[config.mk]
export PLATFORM = sky130hd
export DESIGN_NAME = toggle_bank
export DESIGN_NICKNAME = d
export VERILOG_FILES = /design/src/rtl/toggle_bank_pkg.sv /design/src/rtl/toggle_bank_popcount.sv /design/src/rtl/toggle_bank.sv
export SDC_FILE = /design/constraint.sdc
export NUM_CORES = 1
export LEC_CHECK = 0
export CAP_MARGIN = 10
export CORE_ASPECT_RATIO = 0.9
export CORE_MARGIN = 1
export CORE_UTILIZATION = 54
export CTS_CLUSTER_SIZE = 20
export DETAILED_ROUTE_END_ITERATION = 10
export PLACE_DENSITY = 0.81
export REMOVE_ABC_BUFFERS = 1
export SETUP_SLACK_MARGIN = 0.5
export SLEW_MARGIN = 20
export SYNTH_ARGS = -nofsm -noshare
export SYNTH_HDL_FRONTEND = slang
export SYNTH_SLANG_ARGS = --single-unit
[constraint.sdc]
create_clock -name clk -period 7.4 [get_ports clk]
set_input_delay 1.11 -clock clk [delete_from_list [all_inputs] [get_ports clk]]
set_output_delay 1.11 -clock clk [all_outputs]
set_load 0.01 [all_outputs]
[src/rtl/toggle_bank_pkg.sv]
// Shared types for the toggle_bank activity monitor.
// The window FSM state is kept here so other activity monitors can reuse it.
package toggle_bank_pkg;

    typedef enum logic {
        WIN_COUNT  = 1'b0,
        WIN_REPORT = 1'b1
    } win_state_t;

endpackage

[src/rtl/toggle_bank_popcount.sv]
// Combinational population count of a WIDTH-bit vector.
module bit_popcount #(
    parameter int WIDTH = 8,
    parameter int OUT_W = $clog2(WIDTH + 1)
) (
    input  logic [WIDTH-1:0] bits,
    output logic [OUT_W-1:0] count
);

    always_comb begin
        count = '0;
        for (int i = 0; i < WIDTH; i++) begin
            count = count + OUT_W'(bits[i]);
        end
    end

endmodule

[src/rtl/toggle_bank.sv]
// Multi-bit enabled toggle register with running parity, saturating toggle
// counter and a windowed toggle-rate report.
module toggle_bank
    import toggle_bank_pkg::*;
#(
    parameter int WIDTH  = 8,
    parameter int CNT_W  = 16,
    parameter int WINDOW = 16
) (
    input  logic             clk,
    input  logic             rst,
    input  logic             en,
    input  logic [WIDTH-1:0] d,
    input  logic             clr,
    input  logic             load,
    input  logic [WIDTH-1:0] load_val,
    output logic [WIDTH-1:0] q,
    output logic             q_parity,
    output logic [CNT_W-1:0] toggle_cnt,
    output logic             cnt_sat,
    output logic             win_valid,
    output logic [CNT_W-1:0] win_cnt
);

    localparam int PC_W = $clog2(WIDTH + 1);
    localparam int WC_W = (WINDOW > 1) ? $clog2(WINDOW) : 1;
    localparam logic [CNT_W-1:0] CNT_MAX  = '1;
    localparam logic [WC_W-1:0]  WIN_LAST = WC_W'(WINDOW - 1);

    function automatic logic [CNT_W-1:0] sat_add(input logic [CNT_W-1:0] a,
                                                 input logic [PC_W-1:0]  b);
        logic [CNT_W:0] sum;
        sum = {1'b0, a} + (CNT_W + 1)'(b);
        return sum[CNT_W] ? CNT_MAX : sum[CNT_W-1:0];
    endfunction

    logic [WIDTH-1:0] q_q, q_d;
    logic [CNT_W-1:0] cnt_q, cnt_d;
    logic             sat_q, sat_d;
    logic [CNT_W-1:0] acc_q, acc_d;
    logic [WC_W-1:0]  cyc_q, cyc_d;
    logic [CNT_W-1:0] win_cnt_q, win_cnt_d;
    win_state_t       state_q, state_d;
    logic [PC_W-1:0]  pc;
    logic [CNT_W-1:0] cnt_sum;
    logic [CNT_W-1:0] acc_sum;
    logic             win_done;

    bit_popcount #(.WIDTH(WIDTH), .OUT_W(PC_W)) u_popcount (
        .bits  (d),
        .count (pc)
    );

    assign cnt_sum = sat_add(cnt_q, pc);
    assign acc_sum = sat_add(acc_q, pc);

    always_comb begin
        q_d       = q_q;
        cnt_d     = cnt_q;
        sat_d     = sat_q;
        acc_d     = acc_q;
        cyc_d     = cyc_q;
        win_cnt_d = win_cnt_q;
        win_done  = 1'b0;
        if (clr) begin
            q_d       = '0;
            cnt_d     = '0;
            sat_d     = 1'b0;
            acc_d     = '0;
            cyc_d     = '0;
            win_cnt_d = '0;
        end else if (load) begin
            q_d = load_val;
        end else if (en) begin
            q_d   = q_q ^ d;
            cnt_d = cnt_sum;
            sat_d = sat_q | (cnt_sum == CNT_MAX);
            // The closing update of a window still contributes its own popcount.
            if (cyc_q == WIN_LAST) begin
                win_cnt_d = acc_sum;
                acc_d     = '0;
                cyc_d     = '0;
                win_done  = 1'b1;
            end else begin
                acc_d = acc_sum;
                cyc_d = cyc_q + WC_W'(1);
            end
        end
    end

    always_ff @(posedge clk or posedge rst) begin
        if (rst) begin
            q_q       <= '0;
            cnt_q     <= '0;
            sat_q     <= 1'b0;
            acc_q     <= '0;
            cyc_q     <= '0;
            win_cnt_q <= '0;
        end else begin
            q_q       <= q_d;
            cnt_q     <= cnt_d;
            sat_q     <= sat_d;
            acc_q     <= acc_d;
            cyc_q     <= cyc_d;
            win_cnt_q <= win_cnt_d;
        end
    end

    always_ff @(posedge clk or posedge rst) begin
        if (rst) begin
            state_q <= WIN_COUNT;
        end else begin
            state_q <= state_d;
        end
    end

    // clr suppresses win_done, so a clear always returns to counting.
    always_comb begin
        state_d = WIN_COUNT;
        if (win_done) begin
            state_d = WIN_REPORT;
        end
    end

    always_comb begin
        win_valid = (state_q == WIN_REPORT);
    end

    assign q          = q_q;
    assign q_parity   = ^q_q;
    assign toggle_cnt = cnt_q;
    assign cnt_sat    = sat_q;
    assign win_cnt    = win_cnt_q;

endmodule

Yosys cells after proc, flatten, opt, wreduce, memory -nomap -nowiden

Index checks and enable logic that the tools add are counted.

Add/subtract/negate cells: 10
Eq/ne operators: 3
Mux-type cells: 28
Bitwise operators: 2
Reductions and logical operators: 6

Operators with widths:

| operator             | number |
|---|---|
| $mux 16              | 13 |
| $add 16x4->17        | 2 |
| $add 4x1->4          | 6 |
| $mux 8               | 3 |
| $eq 16x16->1 const B | 1 |
| $mux 4               | 4 |
| $mux 1               | 8 |
| $reduce_xor 8->1     | 1 |
| $xor 8x8->8          | 1 |
| $add 4x1->4 const B  | 1 |
| $eq 4x4->1 const B   | 1 |
| $reduce_bool 2->1    | 2 |
| $reduce_and 3->1     | 1 |
| $reduce_bool 3->1    | 1 |
| $add 1x1->2          | 1 |
| $ne 2x2->1 const B   | 1 |
| $reduce_and 2->1     | 1 |
| $or 1x1->1           | 1 |

Bits in registers: 62
Bits of input ports: 21
Output and inout bits: 43
Word-level logic and storage cells: 56

Depth between registers and ports, before layout

Gate-level depths: netlist of the first run.

Depth after elaboration: 14
Mapped depth: 16
Depth with buffers taken out: 15

Modules after synthesis

From an unflattened synthesis of the first run, not the netlist that was laid out.

Cells, all modules: 435
Area total of the unflattened synthesis: 3844.9 um^2

By module, submodules not included:

| module       | instances | cells each | area each (um^2) | sequential area each (um^2) |
|---|---|---|---|---|
| toggle_bank  | 1         | 413        | 3652.3           | 1551.5 |
| bit_popcount | 1         | 22         | 192.7            | 0.0 |

Worst setup path after synthesis of the first run

Ideal clock, no wire load.

Path type: input-to-reg
From: input port d[0]
To: register sat_q (netlist: cnt_sat)
Library setup time: 0.094 ns
Data arrival time: 5.026 ns
Required time: 7.306 ns
Path slack: 2.280 ns
Stages on the path: 13
Cells stage by stage: ha_1 inv_1 fa_1 fa_1 fa_1 fa_1 fa_1 nand2b_1 a21o_1 nor4b_2 o211ai_1 or4_1 a211oi_1

Longest elaborated chain between the ends: 14

Ends and longest elaborated chain:

| item                     | line                       | source |
|---|---|---|
| start, declared          | toggle_bank.sv:13          | `input logic [WIDTH-1:0] d,` |
| $add 1x1->2              | toggle_bank_popcount.sv:13 | `count = count + OUT_W'(bits[i]);` |
| $add 4x1->4 (6 in a row) | toggle_bank_popcount.sv:13 |  |
| $add 16x4->17            | toggle_bank.sv:33          | `sum = {1'b0, a} + (CNT_W + 1)'(b);` |
| $mux 16                  | toggle_bank.sv:34          | `return sum[CNT_W] ? CNT_MAX : sum[CNT_W-1:0];` |
| $eq 16x16->1             | toggle_bank.sv:77          | `sat_d = sat_q \| (cnt_sum == CNT_MAX);` |
| $or 1x1->1               | toggle_bank.sv:77          |  |
| $mux 1                   | toggle_bank.sv:74          | `end else if (en) begin` |
| $mux 1                   | toggle_bank.sv:72          | `end else if (load) begin` |
| $mux 1                   | toggle_bank.sv:65          | `if (clr) begin` |
| end signal, assigned     | toggle_bank.sv:102         | `sat_q <= sat_d;` |
| end, declared            | toggle_bank.sv:39          | `logic sat_q, sat_d;` |

Every way passes these cells. The select of a mux whose other input is x is not followed.
A chain may end at the register's enable or synchronous reset.

Final worst setup path of the first run

From: input port d[0]
To: register cnt_q[10] (netlist: toggle_cnt[10])

Longest elaborated chain between the ends: 12

Ends and longest elaborated chain:

| item                     | line                       | source |
|---|---|---|
| $add 1x1->2              | toggle_bank_popcount.sv:13 |  |
| $add 4x1->4 (6 in a row) | toggle_bank_popcount.sv:13 |  |
| $add 16x4->17            | toggle_bank.sv:33          |  |
| $mux 16                  | toggle_bank.sv:34          |  |
| $mux 16                  | toggle_bank.sv:74          |  |
| $mux 16                  | toggle_bank.sv:72          |  |
| $mux 16                  | toggle_bank.sv:65          |  |
| end signal, assigned     | toggle_bank.sv:101         | `cnt_q <= cnt_d;` |
| end, declared            | toggle_bank.sv:38          | `logic [CNT_W-1:0] cnt_q, cnt_d;` |

Every way passes these cells. The select of a mux whose other input is x is not followed.

==> flow_metrics.tcl, run 1 <==
set metrics [dict create \
    rrSetupSlack_ps 4440 \
    synth-async-reset-ratio_pct 100 \
    yosys.area.top_type "dfrtp_1" \
    place_hpwl_um 6360 \
    cts_resized 0 \
    crit_slowest_cell "nand4_1" \
    dieArea_um2 7510 \
    grt_max_degree 63 \
    yosysMostFrequentCell "dfrtp_1" \
    ir_drop_uv 140 \
    drt_iter0_drc 322 \
    numCtsBuffers 9 \
    p_leak_nw 2.03 \
    ios 64 \
    postRouteAntennaNets 0 \
    hold_buffers 0 \
    core_um2 6760 \
    post-route-period-util_pct 77.2 \
    fin_skew_ps 9.21 \
    synth_edf_count 0 \
    worst_ep_arrival_time_ps 5970 \
    ctsHtreeMaxLevel 3 \
    slew_viol_final 0 \
    cts_sinks 62 \
    synth_cell_types 56 \
    nets 530 \
    crit_chain "clkdlybuf4s50_1 -> ha_1 -> inv_1 -> fa_1 -> fa_1 -> fa_1 -> fa_1 -> fa_1 -> nand2b_1 -> a21oi_1 -> nand4_1 -> and2_1 -> and3_1 -> nor3_1" \
    rsz0062_at_grt "no" \
    start_kind "input pin" \
    grt-ovfl-total 0 \
    path_class "input pin to register" \
    syn_area_um2 3870 \
    die_y_um 82.3 \
    synthTopCellsByArea "dfrtp_1 (40%), nor2_1 (5.9%), nand2_1 (4.0%)" \
    max-cap-violations 0 \
    cts_tree "yes" \
    endpoint_kind "register" \
    relSlewSlack_pct 38.9 \
    holdPathStages 2 \
    finalCriticalPeriod_ps 5710 \
    synth_warnings 0 \
    power_density_nw_per_um2 199 \
    grt_pass1_vias 3351 \
    postSynthAreaPerCell_um2 8.80 \
    cts_root_buffer "clkbuf_8" \
    clkLatencyLatePin_ps 340 \
    ys_ff_latch 62 \
    vias_per_cell 5.94 \
    drt-wirelength-per-cell_um 16.1 \
    setup_viol 0 \
    start_util_pct 57.2 \
    slowest_delay_ps 550 \
    max_slew.worst_pin.slew_ps 917 \
    die_width_um 91.2 \
    postCtsSetupRepairBufs 0 \
    cp_num_buf_inv 2 \
    hold_viol_final 0 \
    clk_pin_slew_worst_paths_ps 70 \
    clockBufferDepth 2 \
    ys_seq_area_share_pct 40.1 \
    grt_pass1_wl_um 15600 \
    required_ps 7660 \
    finalWirelength_um 9440 \
    fmax_ghz 0.175 \
    drive_gt1_share_pct 5.44 \
    gp_congestion 0.927 \
    cpLargestDelayFamily "adder cells" \
    first_pass_iters 5 \
    path_max_fanout 12 \
    hold_class "register to register" \
    grt_antenna_before_repair 0 \
    crit_top_cell "fa_1" \
    synth_ff_type "dfrtp_1" \
    synth_commonest_cells "dfrtp_1 (62), nor2_1 (61), nand2_1 (41), a21oi_1 (26), inv_1 (22)" \
    whs_ps 504 \
    io_buffers 63 \
    syn2layout_area_growth_pct 23.8 \
    grtUsageTotal_pct 26.4 \
    fp-row-count 28 \
    postSynthCellCount 440 \
    status "finished clean" \
    r2r_cells 9 \
    post-route-drc-count 0 \
    vias 3483 \
    worst-path-stages 14 \
    synth_top_cell_area_share_pct 40.1 \
    antenna_cells 0 \
    fill_cells 537 \
    tns_ps 0 \
]
==> worst register-to-register path, stage by stage, from the launching register on <==
cell	delay, ps
dfrtp_1	380
ha_1	200
inv_1	60
fa_1	420
nand2b_1	190
a21oi_1	410
nand4_1	550
and2_1	350
and3_1	190
nor3_1	120
==> final cells by class <==
class / instances / area (um^2) / share of cell area, %
multi-input cells: 329 / 2110 / 44.1
flip-flops and latches: 62 / 1550 / 32.4
repair buffers: 67 / 661 / 13.8
clock buffers: 10 / 138 / 2.87
clock inverters: 6 / 133 / 2.77
well taps: 90 / 113 / 2.35
inverters: 22 / 82.6 / 1.72
==> worst paths after layout <==
kind	from	to
hold reg to reg	acc_q[3]	acc_q[3]
setup / recovery	d[0]	toggle_cnt[10]
min in group asynchronous	rst	win_cnt[14]
setup reg to reg	toggle_cnt[0]	toggle_cnt[10]
max in group asynchronous	rst	q[6]
hold / removal	acc_q[3]	acc_q[3]
==> cells in the final DEF (no fill, tap or decap), types with 7 or more instances in the layout <==
master	netlist	final
nor2_1	61	61
a21o_1	7	7
clkbuf_8	0	10
a311oi_1	12	12
and3_1	9	9
nor3_1	14	13
dfrtp_1	62	62
nand4_1	7	7
a21oi_1	26	26
xnor2_1	15	15
a211oi_1	11	11
clkdlybuf4s50_1	0	63
inv_1	22	21
o21ai_1	9	9
xor2_1	16	16
ha_1	12	12
nand3_1	11	11
nand2_1	41	41
o21ai_0	11	11
==> registers in the layout, summed over array words and instances, names as in the netlist <==
signal	cells
win_valid	1
acc_q	16
cyc_q	4
q	8
cnt_sat	1
toggle_cnt	16
win_cnt	16
==> cell families after synthesis <==
logic type | after synthesis | share of synthesized area [%]
compound gates | 105 | 18.4
xor+xnor | 31 | 7.02
fa+ha+maj | 18 | 6.98
buf+inv | 49 | 5.43
flops | 62 | 40.1
mux | 2 | 0.517
simple gates | 173 | 21.6
==> through the flow <==
stage	total power, W	setup slack, ps	instances	util (%)	instance area, um^2
2_1_floorplan	0.000484	2280	413	-	3740
3_3_place_gp	0.000545	1530	570	66.8	4520
3_5_place_dp	0.000554	1390	570	66.8	4520
4_1_cts	0.000957	1750	586	70.8	4790
5_1_grt	0.00100	1500	586	70.9	4790
6_report	0.000953	1690	586	70.9	4790
==> power breakdown <==
part,switching (W),internal [W],total (W)
registers,0.0000101,0.000348,0.000358
clock network,0.000137,0.000266,0.000403
logic,0.000107,0.0000846,0.000192
==> per-layer routing <==
metal	routed length [um]	GRT usage (%)	part of all wire [%]
met3	598	7.14	6.3
met1	4200	34.4	44
met5	0	0	0
met2	4550	44.1	48
met4	87	7.30	0.92
Power figures use the tool's default switching activity.
==> run 2, diff against run 1 <==
--- a/config.mk
+++ b/config.mk
@@ -8,10 +8,10 @@
 export CAP_MARGIN = 10
 export CORE_ASPECT_RATIO = 0.9
 export CORE_MARGIN = 1
-export CORE_UTILIZATION = 54
+export CORE_UTILIZATION = 49
 export CTS_CLUSTER_SIZE = 20
 export DETAILED_ROUTE_END_ITERATION = 10
-export PLACE_DENSITY = 0.81
+export PLACE_DENSITY = 0.77
 export REMOVE_ABC_BUFFERS = 1
 export SETUP_SLACK_MARGIN = 0.5
 export SLEW_MARGIN = 20
==> constraint.sdc (replaced) <==
create_clock -name clk -period 4.7 [get_ports clk]
set_input_delay 0.705 -clock clk [delete_from_list [all_inputs] [get_ports clk]]
set_output_delay 0.705 -clock clk [all_outputs]
set_load 0.01 [all_outputs]
==> run 2 against run 1 <==
  * Non-clock buffer count increased by 51
  * Cell count increased by 9.4%
  * Sequential power increased by 58%
  * Power increased by 61%
  * Flip-flop and latch count unchanged
  * Sequential share of layout area decreased by 4.5 points
  * Largest cell class unchanged
  * Highest routed layer unchanged
==> flow_metrics.tcl, run 2 (synthesis results as in run 1) <==
set metrics [dict create \
    status "finished clean" \
    max_slew.worst_pin.slew_ps 1160 \
    grt_pass1_vias 3633 \
    hold_class "register to register" \
    swShare_pct 32.0 \
    ctsHtreeMaxLevel 3 \
    fin_skew_ps 8.22 \
    worst_slack_ps 121 \
    first_pass_iters 5 \
    slowest_delay_ps 590 \
    path_class "input pin to register" \
    required_ps 4950 \
    grt_max_degree 39 \
    vias_per_cell 6.06 \
    vias 3883 \
    power_density_nw_per_um2 275 \
    max-cap-violations 0 \
    final_common_cell "dfrtp_1" \
    syn2layout_area_growth_pct 43.8 \
    clk_pin_slew_worst_paths_ps 60 \
    combPwrFrac_pct 34.8 \
    grtUsageTotal_pct 27.4 \
    finalWirelength_um 11800 \
    antenna_cells 0 \
    layout.area.seq_um2 1550 \
    crit_chain "buf_8 -> ha_4 -> inv_2 -> fa_1 -> fa_1 -> fa_2 -> fa_2 -> inv_2 -> ha_4 -> a211oi_2 -> o21bai_4 -> o32ai_1 -> nor3b_1 -> or4_4 -> a211oi_2" \
    postRouteAntennaNets 0 \
    fin_cells 641 \
    numCtsBuffers 9 \
    path_max_fanout 6 \
    pwr-share-clk_pct 28.2 \
    ir_drop_uv 155 \
    start_kind "input pin" \
    rsz0062_at_grt "yes" \
    cp_num_buf_inv 3 \
    endpoint_kind "register" \
    dpl.cell_count 609 \
    post-route-drc-count 0 \
    grt_pass1_wl_um 17500 \
    cpLargestDelayFamily "adder cells" \
    p_seq_share_pct 37.0 \
    slew_viol_final 0 \
    grt-ovfl-total 0 \
    worst_ep_arrival_time_ps 4830 \
    nets 581 \
    die_y_um 86.3 \
    holdPathStages 2 \
    post-route-period-util_pct 97.4 \
    place_hpwl_um 6770 \
    p_int_w 0.00104 \
    hold_viol_final 0 \
    cts_root_buffer "clkbuf_8" \
    setup_viol 0 \
    final_cell_mix "dfrtp_1 (62), clkdlybuf4s50_1 (59), nor2_1 (53), buf_4 (43), nand2_1 (39)" \
    clkLatencyLatePin_ps 350 \
    pre_cts_slack_ps -754 \
    dpl_cell_area_um2 4770 \
    drt_iter0_drc 292 \
    ios 64 \
    stdcell_area_um2 5570 \
    cts_sinks 62 \
    die_width_um 95.7 \
    clockBufferDepth 2 \
    multi_input_area_um2 2530 \
    crit_slowest_cell "fa_2" \
    gp_congestion 0.900 \
    relSlewSlack_pct 22.3 \
    p_leak_nw 2.33 \
    dieArea_um2 8260 \
    worst-path-stages 15 \
    fmax_ghz 0.218 \
    r2r_cells 10 \
    fp-row-count 30 \
    grt_antenna_before_repair 0 \
    finalCriticalPeriod_ps 4580 \
    start_util_pct 51.0 \
    power.switching_w 0.000491 \
    drt-wirelength-per-cell_um 18.4 \
    cts_tree "yes" \
    drive_gt1_share_pct 24.6 \
    fill_cells 527 \
    core_um2 7580 \
    io_buffers 63 \
]
-- run 2: metrics by stage --
| stage | power, W | hold slack, ps | utilization, % | TNS (ps) |
|---|---|---|---|---|
| detailed placement | 0.000912 | 491 | 62.9 | -25780 |
| global route | 0.00160 | 538 | 73.4 | 0 |
| global placement | 0.000897 | 475 | 62.9 | -18430 |
| finish | 0.00153 | 507 | 73.4 | 0 |
| CTS | 0.00144 | 506 | 70.6 | 0 |
| floorplan | 0.000761 | 456 | - | -15.3 |
-- run 2: final cells by class --
type / instances / share of cell area (%)
well taps: 96 / 2.16
clock inverters: 1 / 0.0899
repair buffers: 118 / 19.8
clock buffers: 13 / 3.03
inverters: 22 / 1.48
multi-input cells: 329 / 45.5
flip-flops and latches: 62 / 27.9
-- run 2: worst min-delay path: stages (launching register included) --
cell and delay, ps:
dfrtp_1 350, nand2_1 50, o21ai_1 60
-- run 2: worst paths after layout --
check / start / to / slack [ps]
hold / removal: acc_q[3] / acc_q[3] / 510
hold reg to reg: acc_q[3] / acc_q[3] / 510
min in group asynchronous: rst / win_valid / 730
setup reg to reg: toggle_cnt[0] / cnt_sat / 2050
max in group asynchronous: rst / acc_q[12] / 3070
setup / recovery: d[0] / cnt_sat / 120
-- run 2: timing repair --
action                                  in CTS  in global routing
pin swaps                                   46                 17
hold buffers                                 0                  0
setup buffers                               12                  6
gates resized for setup                     88                 28
endpoints found under the setup margin      49                 48
-- run 2: layer usage --
layer / wire length, um / track usage [%]
met4: 384 / 13.4
met1: 4730 / 35.4
met2: 5900 / 44.8
met5: 0 / 0
met3: 748 / 4.47
-- run 2: power groups by stage --
stage | Clock (W) | Combinational [W] | Sequential [W]
global placement | 0 | 0.000324 | 0.000573
floorplan | 0 | 0.000186 | 0.000575
CTS | 0.000438 | 0.000436 | 0.000566
finish | 0.000433 | 0.000533 | 0.000567
detailed placement | 0 | 0.000339 | 0.000573
global route | 0.000460 | 0.000569 | 0.000569
==> run 3, diff against run 2 <==
--- a/config.mk
+++ b/config.mk
@@ -6,11 +6,11 @@
 export NUM_CORES = 1
 export LEC_CHECK = 0
 export CAP_MARGIN = 10
-export CORE_ASPECT_RATIO = 0.9
 export CORE_MARGIN = 1
 export CORE_UTILIZATION = 49
 export CTS_CLUSTER_SIZE = 20
 export DETAILED_ROUTE_END_ITERATION = 10
+export HOLD_SLACK_MARGIN = 0.02
 export PLACE_DENSITY = 0.77
 export REMOVE_ABC_BUFFERS = 1
 export SETUP_SLACK_MARGIN = 0.5
==> run 3 against run 2 <==
  * Sequential share of layout area increased by 0.66 points
  * Via count is 4.6% lower
  * Clock power rose by 9.0%
  * Flip-flop and latch count stayed put
  * Cell count up 1.2%
  * Critical path type unchanged
==> flow_metrics.tcl, run 3 (synthesis results as in run 1) <==
set metrics [dict create \
    status "finished clean" \
    worst_ep_arrival_time_ps 4700 \
    post-route-period-util_pct 94.2 \
    ir_drop_uv 152 \
    clockBufferDepth 2 \
    clkLatencyLatePin_ps 360 \
    max-cap-violations 0 \
    finalWirelength_um 10500 \
    ios 64 \
    setup_viol 0 \
    io_buffers 63 \
    final_cell_mix "dfrtp_1 (62), clkdlybuf4s50_1 (59), nor2_1 (54), buf_4 (45), nand2_1 (39)" \
    antenna_cells 0 \
    grt_antenna_before_repair 0 \
    hold_viol_final 0 \
    whs_ps 505 \
    cts_tree "yes" \
    hold_class "register to register" \
    numCtsBuffers 9 \
    slew_viol_final 0 \
    p_seq_share_pct 37.5 \
    multi_input_area_um2 2390 \
    dieArea_um2 8260 \
    fp-row-count 32 \
    hold_buffers 0 \
    syn2layout_area_growth_pct 40.5 \
    fmax_ghz 0.226 \
    swShare_pct 31.2 \
    postRouteAntennaNets 0 \
    max_slew.worst_pin.slew_ps 1110 \
    vias_per_cell 5.71 \
    required_ps 4970 \
    power.switching_w 0.000472 \
    p_int_w 0.00104 \
    fin_skew_ps 6.05 \
    grt_pass1_vias 3599 \
    place_hpwl_um 6710 \
    first_pass_iters 5 \
    cts_sinks 62 \
    path_max_fanout 5 \
    gp_congestion 0.917 \
    power_density_nw_per_um2 278 \
    cts_root_buffer "clkbuf_8" \
    finalCriticalPeriod_ps 4430 \
    combPwrFrac_pct 31.2 \
    core_um2 7690 \
    vias 3705 \
    drt-wirelength-per-cell_um 16.2 \
    clk_pin_slew_worst_paths_ps 70 \
    drt_iter0_drc 245 \
    rsz0062_at_grt "yes" \
    grt_pass1_wl_um 17200 \
    grtUsageTotal_pct 26.3 \
    relSlewSlack_pct 25.3 \
    post-route-drc-count 0 \
    fill_cells 570 \
    final_util_pct 70.7 \
    pwr-share-clk_pct 31.3 \
    grt_max_degree 51 \
    pre_cts_slack_ps -658 \
    nets 582 \
    worst_slack_ps 274 \
    p_leak_nw 2.33 \
    grt-ovfl-total 0 \
    drive_gt1_share_pct 22.3 \
    die_y_um 90.9 \
    path_class "input pin to register" \
    endpoint_kind "register" \
    ctsHtreeMaxLevel 3 \
    layout.area.seq_um2 1550 \
    die_width_um 90.9 \
    start_util_pct 50.3 \
    final_common_cell "dfrtp_1" \
    start_kind "input pin" \
]
run 3: path summary, 6_finish.rpt:
kind / start / to / depth (start not counted) / slack, ps
worst max-delay path: d[0] / cnt_sat / 15 / 270
worst min-delay path: acc_q[3] / acc_q[3] / 2 / 510
worst max register to register: toggle_cnt[0] / cnt_sat / 10 / 2180
worst min register to register: acc_q[3] / acc_q[3] / 2 / 510
max in group asynchronous: rst / q[3] / 3 / 3040
min in group asynchronous: rst / win_valid / 2 / 780
run 3: layout make-up:
| type | instances | share of cell area, % |
|---|---|---|
| clock inverters | 4 | 0.874 |
| well taps | 102 | 2.35 |
| inverters | 22 | 1.52 |
| repair buffers | 119 | 20.2 |
| multi-input cells | 329 | 43.9 |
| clock buffers | 11 | 2.60 |
| flip-flops and latches | 62 | 28.5 |
run 3: power by group through the flow:
stage | combinational, W | sequential, W | clock (W)
floorplan | 0.000186 | 0.000575 | 0
global placement | 0.000331 | 0.000574 | 0
detailed placement | 0.000347 | 0.000574 | 0
CTS | 0.000407 | 0.000565 | 0.000474
global route | 0.000509 | 0.000569 | 0.000502
finish | 0.000471 | 0.000567 | 0.000472
run 3: critical path, cell delays in order:
cell and delay [ps]:
buf_6 100, ha_4 250, inv_2 30, fa_1 480
fa_1 430, fa_2 370, fa_2 590, inv_2 80
ha_4 260, a211oi_4 250, o21bai_4 120, and3_4 200
xnor2_1 120, or4_4 520, a211oi_2 190
run 3: per-stage QoR:
stage / total power, W / area, um^2 / cells / TNS (ps)
floorplan: 0.000761 / 3740 / 413 / -15.3
global placement: 0.000904 / 4850 / 623 / -17570
detailed placement: 0.000921 / 4850 / 623 / -21460
CTS: 0.00145 / 5270 / 642 / 0
global route: 0.00158 / 5440 / 649 / 0
finish: 0.00151 / 5440 / 649 / 0
run 3: routing by layer:
metal	wire [um]	track usage, %	share of wire [%]	vias up
li1	-	-	-	1760
met1	4520	34.2	43	1801
met2	5140	43.2	49	119
met3	608	3.87	5.8	25
met4	267	12.3	2.5	0
met5	0	0	0	-
run 3: timing repair:
item                       in CTS  in global routing
pin swaps                      30                 28
setup endpoints to repair      49                 48
buffers inserted                4                  7
gates resized for setup        56                 22
